[config.mk]
export PLATFORM = sky130hd
export DESIGN_NAME = rr_arbiter_16
export DESIGN_NICKNAME = d
export VERILOG_FILES = /design/src/rtl/arb_pkg.sv /design/src/rtl/rr_arbiter_16_pick.sv /design/src/rtl/rr_arbiter_16.sv
export SDC_FILE = /design/constraint.sdc
export NUM_CORES = 1
export LEC_CHECK = 0
export CORE_MARGIN = 2
export CORE_UTILIZATION = 47
export CTS_CLUSTER_DIAMETER = 50
export DETAILED_ROUTE_END_ITERATION = 10
export PLACE_DENSITY_LB_ADDON = 0.3
export SLEW_MARGIN = 0
export SYNTH_ARGS = -nofsm -noshare
export SYNTH_HDL_FRONTEND = slang
export SYNTH_SLANG_ARGS = --single-unit
[constraint.sdc]
create_clock -name clk -period 4.4 [get_ports clk]
set_clock_uncertainty 0.2 [all_clocks]
set_input_delay 0.88 -clock clk [delete_from_list [all_inputs] [get_ports clk]]
set_output_delay 0.88 -clock clk [all_outputs]
set_load 0.05 [all_outputs]
[src/rtl/arb_pkg.sv]
// ---------------------------------------------------------------
// arb_pkg : shared constants and types for the 16-way arbiter
// Rev 1.0
// ---------------------------------------------------------------
`default_nettype none

package arb_pkg;
  localparam int N_REQ = 16;
  localparam int IDX_W = 4;

  typedef enum logic [0:0] {
    IDLE  = 1'b0,
    GRANT = 1'b1
  } state_e;

  // Pointer starts at the top index so requester 0 is searched first.
  localparam logic [IDX_W-1:0] PTR_RESET = 4'd15;
endpackage

`default_nettype wire

[src/rtl/rr_arbiter_16_pick.sv]
// ---------------------------------------------------------------
// rr_pick : first eligible requester above ptr, wrapping 15 -> 0
// Rev 1.0
// ---------------------------------------------------------------
`default_nettype none

module rr_pick
  import arb_pkg::*;
(
  input  logic [N_REQ-1:0] elig_i,
  input  logic [IDX_W-1:0] ptr_i,
  output logic             found_o,
  output logic [IDX_W-1:0] idx_o
);

  logic [IDX_W-1:0]   offset;
  logic [2*N_REQ-1:0] dbl;
  logic [N_REQ-1:0]   rot;
  logic [IDX_W-1:0]   low;

  // Rotating by ptr+1 puts the next requester in line at bit 0.
  assign offset = ptr_i + 1'b1;
  assign dbl    = {elig_i, elig_i} >> offset;
  assign rot    = dbl[N_REQ-1:0];

  always_comb begin
    low = '0;
    for (int i = N_REQ - 1; i >= 0; i--) begin
      if (rot[i]) low = IDX_W'(i);
    end
  end

  assign found_o = |elig_i;
  assign idx_o   = low + offset;

endmodule

`default_nettype wire

[src/rtl/rr_arbiter_16.sv]
// ---------------------------------------------------------------
// rr_arbiter_16 : 16-requester round-robin arbiter with pending
//                 request capture, release handshake and hold timeout
// Rev 1.0
// ---------------------------------------------------------------
`default_nettype none

module rr_arbiter_16
  import arb_pkg::*;
#(
  parameter int unsigned HOLD_MAX = 64
) (
  input  logic              clk,
  input  logic              rst_n,
  input  logic [N_REQ-1:0]  req_i,
  input  logic [N_REQ-1:0]  mask_i,
  input  logic              done_i,
  output logic              gnt_valid_o,
  output logic [IDX_W-1:0]  gnt_idx_o,
  output logic [N_REQ-1:0]  gnt_onehot_o,
  output logic [N_REQ-1:0]  pending_o,
  output logic              timeout_o
);

  localparam int unsigned CNT_W = (HOLD_MAX <= 1) ? 1 : $clog2(HOLD_MAX);
  localparam logic [CNT_W-1:0] CNT_LAST = CNT_W'((HOLD_MAX == 0) ? 0 : HOLD_MAX - 1);

  state_e            state_q, state_d;
  logic [IDX_W-1:0]  ptr_q, ptr_d;
  logic [IDX_W-1:0]  idx_q, idx_d;
  logic [N_REQ-1:0]  onehot_q, onehot_d;
  logic [N_REQ-1:0]  pending_q, pending_d;
  logic [CNT_W-1:0]  cnt_q, cnt_d;
  logic              timeout_q, timeout_d;

  logic [N_REQ-1:0]  elig;
  logic [N_REQ-1:0]  clear;
  logic              pick_found;
  logic [IDX_W-1:0]  pick_idx;

  // Same-cycle requests are eligible immediately, before they land in pending.
  assign elig = (pending_q | req_i) & ~mask_i;

  rr_pick u_pick (
    .elig_i  (elig),
    .ptr_i   (ptr_q),
    .found_o (pick_found),
    .idx_o   (pick_idx)
  );

  always_comb begin
    state_d   = state_q;
    ptr_d     = ptr_q;
    idx_d     = idx_q;
    onehot_d  = onehot_q;
    cnt_d     = cnt_q;
    timeout_d = 1'b0;
    clear     = '0;

    case (state_q)
      IDLE: begin
        if (pick_found) begin
          state_d  = GRANT;
          idx_d    = pick_idx;
          ptr_d    = pick_idx;
          cnt_d    = '0;
          clear    = {{(N_REQ-1){1'b0}}, 1'b1} << pick_idx;
          onehot_d = clear;
        end
      end
      GRANT: begin
        // A release on the timeout edge counts as normal, so done_i is tested first.
        if (done_i) begin
          state_d  = IDLE;
          onehot_d = '0;
        end else if ((HOLD_MAX != 0) && (cnt_q == CNT_LAST)) begin
          state_d   = IDLE;
          onehot_d  = '0;
          timeout_d = 1'b1;
        end else if (cnt_q != {CNT_W{1'b1}}) begin
          cnt_d = cnt_q + 1'b1;
        end
      end
      default: begin
        state_d  = IDLE;
        onehot_d = '0;
      end
    endcase

    pending_d = (pending_q | req_i) & ~clear;
  end

  always_ff @(posedge clk or negedge rst_n) begin
    if (!rst_n) begin
      state_q   <= IDLE;
      ptr_q     <= PTR_RESET;
      idx_q     <= '0;
      onehot_q  <= '0;
      pending_q <= '0;
      cnt_q     <= '0;
      timeout_q <= 1'b0;
    end else begin
      state_q   <= state_d;
      ptr_q     <= ptr_d;
      idx_q     <= idx_d;
      onehot_q  <= onehot_d;
      pending_q <= pending_d;
      cnt_q     <= cnt_d;
      timeout_q <= timeout_d;
    end
  end

  assign gnt_valid_o  = (state_q == GRANT);
  assign gnt_idx_o    = idx_q;
  assign gnt_onehot_o = onehot_q;
  assign pending_o    = pending_q;
  assign timeout_o    = timeout_q;

endmodule

`default_nettype wire

==> results of run 1 <==
-- per-layer routing --
| metal | GRT usage [%] | vias up | part of all wire, % |
|---|---|---|---|
| met5 | 0 | - | 0 |
| met4 | 12.7 | 0 | 4.8 |
| met3 | 5.18 | 50 | 7.0 |
| met2 | 52.6 | 203 | 50 |
| met1 | 37.2 | 1816 | 38 |
| li1 | - | 1589 | - |
-- worst max-delay path, delay by kind of cell --
family                   cells  cell delay (ps)
AND/OR/NAND/NOR              4              570
AO/OA/AOI/OAI                6             1170
buffers and inverters        4              670
adder cells (fa/ha/maj)      2              840
multiplexers                 1              290
-- layout make-up --
type | count | share of cell area (%)
clock buffers | 5 | 1.20
clock inverters | 2 | 1.04
inverters | 9 | 0.805
multi-input cells | 249 | 45.4
flip-flops and latches | 48 | 21.0
well taps | 99 | 2.15
repair buffers | 179 | 28.4
-- path summary, 6_finish.rpt --
| kind | from | end | depth (start not counted) |
|---|---|---|---|
| setup / recovery | req_i[13] | gnt_onehot_o[15]$_DFFE_PN0P_ | 17 |
| hold / removal | gnt_idx_o[2]$_DFFE_PN0P_ | gnt_idx_o[2]$_DFFE_PN0P_ | 2 |
| setup reg to reg | ptr_q[0]$_DFFE_PN1P_ | gnt_onehot_o[15]$_DFFE_PN0P_ | 17 |
| hold reg to reg | gnt_idx_o[2]$_DFFE_PN0P_ | gnt_idx_o[2]$_DFFE_PN0P_ | 2 |
| max in group asynchronous | rst_n | gnt_onehot_o[13]$_DFFE_PN0P_ | 1 |
| min in group asynchronous | rst_n | cnt_q[4]$_DFFE_PN0P_ | 1 |
-- sequential cells by signal, indices dropped and copies added (netlist names) --
name	flops
gnt_valid_o	1
pending_o	16
cnt_q	6
timeout_o	1
gnt_onehot_o	16
gnt_idx_o	4
ptr_q	4
-- cells in the final DEF (no fill, tap or decap), drive strengths merged, types with 5 or more instances in the layout --
| master | Yosys | final |
|---|---|---|
| buf | 13 | 107 |
| mux4 | 24 | 24 |
| clkbuf | 3 | 7 |
| mux2i | 11 | 11 |
| a22o | 6 | 6 |
| dfrtp | 44 | 44 |
| o21ai | 12 | 12 |
| nand3 | 8 | 8 |
| nor2 | 33 | 33 |
| clkdlybuf4s15 | 0 | 10 |
| xnor2 | 7 | 7 |
| a31oi | 14 | 14 |
| a32o | 12 | 12 |
| clkdlybuf4s50 | 0 | 39 |
| dlygate4sd2 | 0 | 21 |
| a21oi | 13 | 13 |
| inv | 9 | 8 |
| ha | 5 | 5 |
| nand2 | 24 | 24 |
| a21o | 6 | 6 |
| mux2 | 13 | 13 |
| o21bai | 16 | 16 |
-- through the flow --
stage / instances / setup slack (ps) / utilization, %
6_report: 591 / -67.9 / 78.4
5_1_grt: 591 / -107 / 78.4
4_1_cts: 590 / 2.32 / 76.6
3_5_place_dp: 562 / -906 / 69.1
3_3_place_gp: 562 / -832 / 69.1
2_1_floorplan: 322 / 1.25 / -
-- cell families (layout without fill, tap and decap cells) --
logic type	Yosys count	count (layout)	share of synthesized area (%)
buf+inv	25	195	4.47
xor+xnor	11	11	4.43
simple gates	89	89	11.4
compound gates	95	95	21.4
mux	48	48	22.7
flops	48	48	33.4
fa+ha+maj	6	6	2.28
-- repair_timing --
action,in CTS,in global routing
hold buffers,0,0
pin swaps,27,11
setup buffers,22,1
setup endpoints to repair,38,35
gates cloned,1,0
gates resized for setup,104,34
==> Implementation_results.wiki, run 1 <==
{| class="wikitable"
! Metric !! Value
|-
| Gate count after technology mapping || about 320
|-
| Avg Synthesized Cell Area || between 10 and 15 um^2
|-
| Post-placement cell area || 0.00506 mm^2
|-
| Number of rows in the core area || 31
|-
| Clock insertion delay at the later pin of the skew report || ~300 ps
|-
| Max Clk Rate || ~0.22 GHz
|-
| Global-route total usage across every layer || ~30%
|-
| Number of buffers on the longest clock path || 2
|-
| Number of antenna violations at the first check in global routing || 0
|-
| Type of origin of the critical path || input port
|-
| Synthesis warning total || 0
|-
| Hold WC Path Type || register to register
|-
| Post-synth EDFFs || 0
|-
| CTS tree || yes
|-
| Gp weighted congestion || 0.966
|-
| Initial Utilization || about half
|-
| Main area contributors after synthesis || sky130_fd_sc_hd__dfrtp_1 (30%), sky130_fd_sc_hd__mux4_2 (11%), sky130_fd_sc_hd__mux4_1 (4.4%)
|-
| Die height || roughly 92 um
|-
| Sequential area share after synthesis || 33.4%
|-
| Yosys top cell by area || sky130_fd_sc_hd__dfrtp_1
|-
| Biggest fanout along the worst timing path || 8
|-
| First-pass GRT wire length || between 15000 and 20000 um
|-
| Summed negative setup slack over all endpoints || -274 ps
|-
| Die span in x || around 92 um
|-
| Post-detailed-route via-to-cell ratio || around 6.2
|-
| Unique cell type count in the Yosys netlist || between 60 and 70
|-
| Master cell of the clock root buffer || sky130_fd_sc_hd__clkbuf_8
|-
| Slew headroom || between 20 and 30%
|-
| Share of final-layout standard cells stronger than drive strength 1 || 45.7%
|-
| Fin crit share || 102%
|-
| Total die area || 0.00841 mm^2
|-
| Top Ports || 73
|-
| Count of endpoints failing hold in the final timing report || 0
|-
| Unrepaired setup endpoints after global routing || true
|-
| Area of the core || ~0.0073 mm^2
|-
| Detailed placer's ending HPWL || approximately 8700 um
|-
| Fin crit period || around 4500 ps
|-
| DRC violations left || 0
|-
| Required time at the worst-slack endpoint || about 4400 ps
|-
| Clock Sink Count || 48
|-
| CTS H-tree depth || 2
|-
| Most used flip-flop cell after synthesis || sky130_fd_sc_hd__dfrtp_1
|-
| Worst-Margin Slew || ~1100 ps
|-
| Minimum hold slack || between 200 and 300 ps
|-
| Final number of max-transition violations || 0
|-
| Outcome || complete, but fails checks
|-
| Arrival time of data at the critical path endpoint || between 4000 and 5000 ps
|-
| Most common cell in the synthesized netlist || sky130_fd_sc_hd__dfrtp_1
|-
| Wire length per cell after detailed routing || 21.8 um
|-
| Cell with the largest stage delay on the worst path || sky130_fd_sc_hd__fa_2
|-
| GRT overflow || 0
|-
| Area taken by flip-flops and latches || approximately 0.0012 mm^2
|-
| Setup violators final || 6
|-
| Violations in the final reports || negative setup slack
|-
| Fillers || between 400 and 500
|-
| Most frequent cells after synthesis || sky130_fd_sc_hd__dfrtp_1 (44), sky130_fd_sc_hd__nor2_1 (33), sky130_fd_sc_hd__nand2_1 (24)
|-
| Critical path class || input port to register
|-
| Worst stage delay on the critical path || between 500 and 600 ps
|-
| Post-synthesis cell area || between 0.003 and 0.004 mm^2
|-
| Total number of vias || around 3700
|-
| Clock slew at the register clock pins of the worst setup and hold paths || ~90 ps
|-
| Maximum number of pins on one net before global-route repair || 49
|-
| First-pass DRT Iterations || 5
|-
| Number of input and output port buffers inserted || 72
|-
| Reg2reg setup slack || -40 ps
|-
| Min setup slack post-route || -67.9 ps
|-
| Nature of the critical path endpoint || register
|-
| Number of global-route vias before repair || approximately 3700
|-
| Area of all placed cells without fillers || between 0.005 and 0.006 mm^2
|-
| Area growth from synthesis to layout || 59.0%
|-
| Starting DRC count in detailed routing || slightly above 300
|-
| Fraction of registers with async set/reset || 100%
|-
| Antenna Cells || 0
|-
| Area share of the largest cell type after synthesis || 30.5%
|-
| Net count of the mapped netlist || ~360
|-
| Max cap viols || 0
|-
| Number of routed nets with antenna violations || 0
|-
| Footprint of the multi-input gates || 0.00261 mm^2
|-
| Post-layout nets || between 500 and 600
|-
| Synthesis-stage register bit count || 48
|-
| Critical path cell sequence || dlygate4sd2_1, o21bai_4, mux2_4, a222oi_1, buf_4, a21oi_4, or2_4, a21oi_2, nand2_1, o21ai_2, ha_2, inv_2, fa_2, nor2_2, and2_4, buf_12, a32o_1
|-
| TritonCTS Buffers || 5
|-
| Routed wire length || between 10000 and 15000 um
|}
Power of run 1 is not shown: default switching activity piles up to over one toggle a cycle in this logic, so the estimate is an artifact.
==> run 2, diff against run 1 <==
ABC_AREA = 1   (was not set)
==> run 2 against run 1 <==
  * The run now ends clean
  * Critical endpoint is now pending_o[12]$_DFF_PN0_
  * Final cell count rose by 25%
  * Global-route usage shrank 5.1 points
  * Maximum frequency rose by 4.4%
  * Via count rose by 11%
  * Highest routed layer unchanged
  * Count of clock-buffer cells in the layout grew 1
  * Worst setup slack improved by 190 ps
  * Critical path depth is 15 higher
  * Sequential cell count unchanged
  * Non-clock buffer count fell by 37
==> Implementation_results.wiki, run 2 <==
{| class="wikitable"
! Metric !! Value
|-
| Sequential area share after synthesis || between 30% and 40%
|-
| Initial Utilization || a little under 50%
|-
| Share of final-layout standard cells stronger than drive strength 1 || between 30% and 40%
|-
| Top library cells by usage in the layout, fill and taps aside || sky130_fd_sc_hd__inv_1 (97), sky130_fd_sc_hd__buf_4 (68), sky130_fd_sc_hd__nand2_1 (66), sky130_fd_sc_hd__clkdlybuf4s50_1 (62), sky130_fd_sc_hd__nand3_2 (59)
|-
| Slew headroom || 30.9%
|-
| Synthesis-stage register bit count || 48
|-
| Fin crit share || between 90% and 100%
|-
| Synthesis warning total || 0
|-
| Wire length per cell after detailed routing || between 15 and 20 um
|-
| Avg Synthesized Cell Area || around 7.0 um^2
|-
| Clock insertion delay at the later pin of the skew report || ~310 ps
|-
| Biggest fanout along the worst timing path || 4
|-
| Number of input and output port buffers inserted || 72
|-
| Critical path class || input port to register
|-
| Clock slew at the register clock pins of the worst setup and hold paths || about 80 ps
|-
| Fin crit period || approximately 4300 ps
|-
| Clock Sink Count || 48
|-
| Total number of vias || ~4000
|-
| Detailed placer's ending HPWL || 8080 um
|-
| Most common library cell in the layout ignoring fill and taps || sky130_fd_sc_hd__inv_1
|-
| Gp weighted congestion || around 0.96
|-
| Total die area || 0.00819 mm^2
|-
| Most common cell in the synthesized netlist || sky130_fd_sc_hd__inv_1
|-
| Number of routed nets with antenna violations || 0
|-
| Number of rows in the core area || 31
|-
| Hold WC Path Type || register to register
|-
| CTS tree || yes
|-
| TritonCTS Buffers || 5
|-
| Number of antenna violations at the first check in global routing || 0
|-
| Max Clk Rate || 0.234 GHz
|-
| Area of the core || about 0.0073 mm^2
|-
| Die span in x || a little over 90 um
|-
| Non-Filler Instances || between 700 and 800
|-
| First-pass GRT wire length || between 15000 and 20000 um
|-
| Area share of the largest cell type after synthesis || a little under a third
|-
| Cell with the largest stage delay on the worst path || sky130_fd_sc_hd__clkdlybuf4s50_1
|-
| Minimum hold slack || 283 ps
|-
| Most frequent cells after synthesis || sky130_fd_sc_hd__inv_1 (112), sky130_fd_sc_hd__nand3_1 (92), sky130_fd_sc_hd__nand2_1 (91)
|-
| CTS H-tree depth || 2
|-
| Antenna Cells || 0
|-
| Cts-stage hold buffer count || 0
|-
| Net count of the mapped netlist || between 500 and 600
|-
| Setup violators final || 0
|-
| Worst stage delay on the critical path || between 400 and 500 ps
|-
| Number of buffers on the longest clock path || 2
|-
| First-pass DRT Iterations || 5
|-
| Max cap viols || 0
|-
| Routed wire length || roughly 12000 um
|-
| Most used flip-flop cell after synthesis || sky130_fd_sc_hd__dfrtp_1
|-
| Post-Place Setup Slack || -286 ps
|-
| Count of endpoints failing hold in the final timing report || 0
|-
| Master cell of the clock root buffer || sky130_fd_sc_hd__clkbuf_8
|-
| GRT overflow || 0
|-
| Starting DRC count in detailed routing || approximately 320
|-
| Number of global-route vias before repair || between 3000 and 4000
|-
| Fraction of registers with async set/reset || 100%
|-
| Main area contributors after synthesis || sky130_fd_sc_hd__dfrtp_1 (31%), sky130_fd_sc_hd__nand3_1 (13%), sky130_fd_sc_hd__inv_1 (12%)
|-
| Outcome || completed
|-
| DRC violations left || 0
|-
| Min setup slack post-route || 120 ps
|-
| Yosys top cell by area || sky130_fd_sc_hd__dfrtp_1
|-
| Total placed cells including tap cells || approximately 730
|-
| Unique cell type count in the Yosys netlist || 37
|-
| Required time at the worst-slack endpoint || between 4000 and 5000 ps
|-
| Die height || ~90 um
|-
| Post-layout nets || 679
|-
| Global-route total usage across every layer || between 20% and 30%
|-
| Area growth from synthesis to layout || 52.8%
|-
| Type of origin of the critical path || input port
|-
| Worst-Margin Slew || between 1000 and 1500 ps
|-
| Nature of the critical path endpoint || register
|-
| Maximum number of pins on one net before global-route repair || 49
|-
| Post-synthesis cell area || ~0.0035 mm^2
|-
| Post-detailed-route via-to-cell ratio || approximately 5.5
|-
| Post-synth EDFFs || 0
|-
| Top Ports || 73
|-
| Gate count after technology mapping || 504
|-
| Arrival time of data at the critical path endpoint || between 4000 and 5000 ps
|-
| Final number of max-transition violations || 0
|-
| Cell with the most instances on the worst path || sky130_fd_sc_hd__nand2_1
|}
[run 2: changes by cell type after synthesis, sizes merged, moves of 7 or more]
cell,previous run,this run
a32o,12,0
mux2,13,0
o21bai,16,0
mux2i,11,0
inv,9,117
o21ai,12,37
o22ai,1,8
a21boi,0,8
mux4,24,0
nand2,24,96
nand3,8,99
a31oi,14,4
[run 2: timing repair]
item                                   in CTS  in global routing
gates resized for setup                     1                140
pin swaps                                   0                 42
setup buffers                               0                  2
endpoints found under the hold margin       0                  0
setup endpoints to repair                   2                 34
[run 2: cell type report]
| type | instances | area, um^2 |
|---|---|---|
| Fill cell | 499 | 1880 |
| Multi-Input combinational cell | 324 | 2200 |
| Clock inverter | 2 | 35.0 |
| Sequential cell | 48 | 1210 |
| Inverter | 117 | 450 |
| Tap cell | 99 | 124 |
| Clock buffer | 6 | 72.6 |
| Timing Repair Buffer | 142 | 1280 |
[run 2: critical path: cells and delay by family]
| family | cells | cell delay [ps] |
|---|---|---|
| compound gates | 4 | 500 |
| buf+inv | 8 | 900 |
| simple gates | 17 | 1290 |
| fa+ha+maj | 2 | 550 |
| xor+xnor | 1 | 170 |
[run 2: worst paths after layout]
kind                       depth (start not counted)                startpoint                            to  slack (ps)
max                                               32                 mask_i[2]       pending_o[12]$_DFF_PN0_         120
min                                                2  gnt_idx_o[1]$_DFFE_PN0P_      gnt_idx_o[1]$_DFFE_PN0P_         280
max reg2reg                                       32      ptr_q[0]$_DFFE_PN1P_       pending_o[12]$_DFF_PN0_         190
min reg2reg                                        2  gnt_idx_o[1]$_DFFE_PN0P_      gnt_idx_o[1]$_DFFE_PN0P_         280
max in group asynchronous                          1                     rst_n      gnt_idx_o[2]$_DFFE_PN0P_        2810
min in group asynchronous                          1                     rst_n  gnt_onehot_o[10]$_DFFE_PN0P_         560
[run 2: cell families (layout without fill, tap and decap cells)]
group           after synthesis  count (layout)  synth area share (%)
flops                        48              48                  34.3
xor+xnor                      5               5                  2.53
fa+ha+maj                     6               6                  2.35
simple gates                237             237                  31.2
buf+inv                     132             267                  16.2
compound gates               76              76                  13.5
[run 2: per-stage QoR]
step,instance area [um^2],setup TNS (ps),utilization [%]
finish,5370,0,74.1
global placement,4760,-4140,65.6
detailed placement,4760,-6250,65.6
global route,5370,-2230,74.1
floorplan,3520,0,-
CTS,4870,-0.432,67.1
[run 2: layer usage]
layer / global-route usage [%] / vias up / wire (um) / part of all wire, %
li1: - / 1869 / - / -
met4: 7.82 / 0 / 500 / 4.3
met5: 0 / - / 0 / 0
met3: 4.17 / 44 / 735 / 6.3
met2: 43.2 / 215 / 5730 / 49
met1: 32.5 / 1915 / 4720 / 40
Power of run 2 is left out for the same reason.
==> run 3, diff against run 2 <==
CAP_MARGIN = 20   (was not set)
clock period = 3.61 ns   (was 4.4 ns; I/O delays follow)
==> run 3 against run 2 <==
  * The flow now finishes with violations (negative setup slack)
  * Routed wire length increased by 31%
  * Register-to-register slack got worse by 1000 ps
  * Worst setup slack got worse by 980 ps
  * Non-clock buffer count increased by 57
  * Worst hold slack got worse by 130 ps
  * Via count increased by 13%
  * Global-route usage increased by 6.4 points
  * Sequential share of layout area decreased by 2.6 points
  * Final cell count increased by 7.9%
  * Critical endpoint is now pending_o[15]$_DFF_PN0_
  * Highest routed layer unchanged
==> Implementation_results.wiki, run 3 (synthesis results as in run 2) <==
{| class="wikitable"
! Metric !! Value
|-
| First-pass DRT Iterations || 8
|-
| Most common library cell in the layout ignoring fill and taps || sky130_fd_sc_hd__buf_4
|-
| First-pass GRT wire length || approximately 21000 um
|-
| DRC violations left || 0
|-
| Summed negative setup slack over all endpoints || -26440 ps
|-
| Unrepaired setup endpoints after global routing || true
|-
| Total placed cells including tap cells || about 750
|-
| Min setup slack post-route || -857 ps
|-
| Outcome || complete, but fails checks
|-
| Final number of max-transition violations || 0
|-
| Cts-stage hold buffer count || 0
|-
| Minimum hold slack || approximately 150 ps
|-
| Required time at the worst-slack endpoint || approximately 3600 ps
|-
| Cell with the largest stage delay on the worst path || sky130_fd_sc_hd__dfstp_2
|-
| Clock slew at the register clock pins of the worst setup and hold paths || 100 ps
|-
| Clock insertion delay at the later pin of the skew report || 310 ps
|-
| Hold WC Path Type || input port to async pin
|-
| Antenna Cells || 0
|-
| Worst-Margin Slew || between 500 and 600 ps
|-
| Number of cells on the worst reg-to-reg path || 31
|-
| Met1 routing resource usage after global routing || around 39%
|-
| Max cap viols || 0
|-
| Max Clk Rate || around 0.22 GHz
|-
| Biggest fanout along the worst timing path || 5
|-
| Violations in the final reports || negative setup slack
|-
| Number of antenna violations at the first check in global routing || 0
|-
| Die span in x || 90.5 um
|-
| Cell with the most instances on the worst path || sky130_fd_sc_hd__nand2_1
|-
| Number of global-route vias before repair || roughly 4200
|-
| Master cell of the clock root buffer || sky130_fd_sc_hd__clkbuf_8
|-
| Critical path's top delay family || simple AND/OR/NAND/NOR gates
|-
| Buffer and inverter count on the worst path || 7
|-
| CTS tree || yes
|-
| Gp weighted congestion || just under 1
|-
| GRT overflow || 0
|-
| Count of endpoints failing hold in the final timing report || 0
|-
| Non-Filler Instances || approximately 800
|-
| Top Ports || 73
|-
| Count of cell instances traversed by the critical path || 31
|-
| Wire length per cell after detailed routing || ~19 um
|-
| Post-layout nets || 737
|-
| Number of routed nets with antenna violations || 0
|-
| Area growth from synthesis to layout || 73.0%
|-
| Fin crit share || 124%
|-
| TritonCTS Buffers || 5
|-
| Met2 Usage GRT || ~55%
|-
| Setup violators final || 38
|-
| Worst stage delay on the critical path || around 600 ps
|-
| Nature of the critical path endpoint || register
|-
| Post-Place Setup Slack || -934 ps
|-
| Met3 routing resource usage after global routing || 5.09%
|-
| Total die area || a little over 0.008 mm^2
|-
| CTS H-tree depth || 2
|-
| Die height || 90.5 um
|-
| Arrival time of data at the critical path endpoint || approximately 4500 ps
|-
| Global-route total usage across every layer || between 30% and 40%
|-
| Fillers || 394
|-
| Area of the core || 0.00725 mm^2
|-
| Initial Utilization || 48.5%
|-
| Top library cells by usage in the layout, fill and taps aside || sky130_fd_sc_hd__buf_4 (110), sky130_fd_sc_hd__inv_1 (79), sky130_fd_sc_hd__nand2_1 (66), sky130_fd_sc_hd__nand3_2 (63), sky130_fd_sc_hd__clkdlybuf4s50_1 (46)
|-
| Maximum number of pins on one net before global-route repair || 49
|-
| Starting DRC count in detailed routing || approximately 600
|-
| Clock Sink Count || 48
|-
| Critical path class || register to register
|-
| Type of origin of the critical path || register
|-
| Slew headroom || a little under two thirds
|-
| Number of input and output port buffers inserted || a little over 70
|-
| Number of buffers on the longest clock path || 2
|-
| Detailed placer's ending HPWL || approximately 8500 um
|-
| Number of rows in the core area || 31
|-
| Share of final-layout standard cells stronger than drive strength 1 || 46.6%
|-
| Routed wire length || between 15000 and 20000 um
|-
| Total number of vias || between 4000 and 5000
|-
| Post-detailed-route via-to-cell ratio || approximately 5.7
|-
| Fin crit period || 4470 ps
|-
| Busiest layer in global routing || met2
|}
## run 3: cell types whose count changed in the layout (fill, tap and decap cells not counted), sizes merged
cell,delta
clkbuf,+1
buf,+56
inv,+1
dlygate4sd2,+25
clkdlybuf4s50,-16
dlymetal6s2s,-9
## run 3: worst paths after layout
check / from / endpoint / slack, ps
max reg2reg: ptr_q[0]$_DFFE_PN1P_ / pending_o[15]$_DFF_PN0_ / -860
min in group clk: gnt_idx_o[0]$_DFFE_PN0P_ / gnt_idx_o[0]$_DFFE_PN0P_ / 280
max: ptr_q[0]$_DFFE_PN1P_ / pending_o[15]$_DFF_PN0_ / -860
min reg2reg: gnt_idx_o[0]$_DFFE_PN0P_ / gnt_idx_o[0]$_DFFE_PN0P_ / 280
max in group asynchronous: rst_n / ptr_q[2]$_DFFE_PN1P_ / 2460
min: rst_n / pending_o[12]$_DFF_PN0_ / 150
## run 3: final cells by class
type                       count  area, um^2  area share [%]
inverter                     117         469            7.72
timing repair buffer         199        1780            29.3
timing repair inverter         1        16.3           0.267
clock inverter                 2        35.0           0.576
sequential                    48        1210            19.8
clock buffer                   6        72.6            1.19
tap                           99         124            2.04
multi-input combinational    324        2370            39.0
## run 3: per-stage QoR
step	cell area, um^2	utilization (%)
floorplan	3640	-
global placement	5080	70.1
detailed placement	5080	70.1
CTS	5760	79.4
global route	6080	83.8
finish	6080	83.8
## run 3: routing by layer
metal,wire (um),vias to the layer above
li1,-,1997
met2,7410,358
met5,0,-
met4,1020,0
met3,1370,119
met1,5530,2089
## run 3: what timing repair did
action / CTS / global route
endpoints found under the setup margin: 38 / 38
buffers inserted: 20 / 10
pin swaps: 77 / 11
cloned: 2 / 1
gates resized for setup: 142 / 50
## run 3: worst register-to-register path, delay by kind of cell (launching register included)
family	cells	cell delay (ps)
buffers and inverters	7	710
xor gates and xnor gates	1	190
DFF	1	600
and+or+nand+nor	18	1640
adders and majority gates	2	620
AOI/OAI and AO/OA	3	410
Power of run 3 is left out for the same reason.
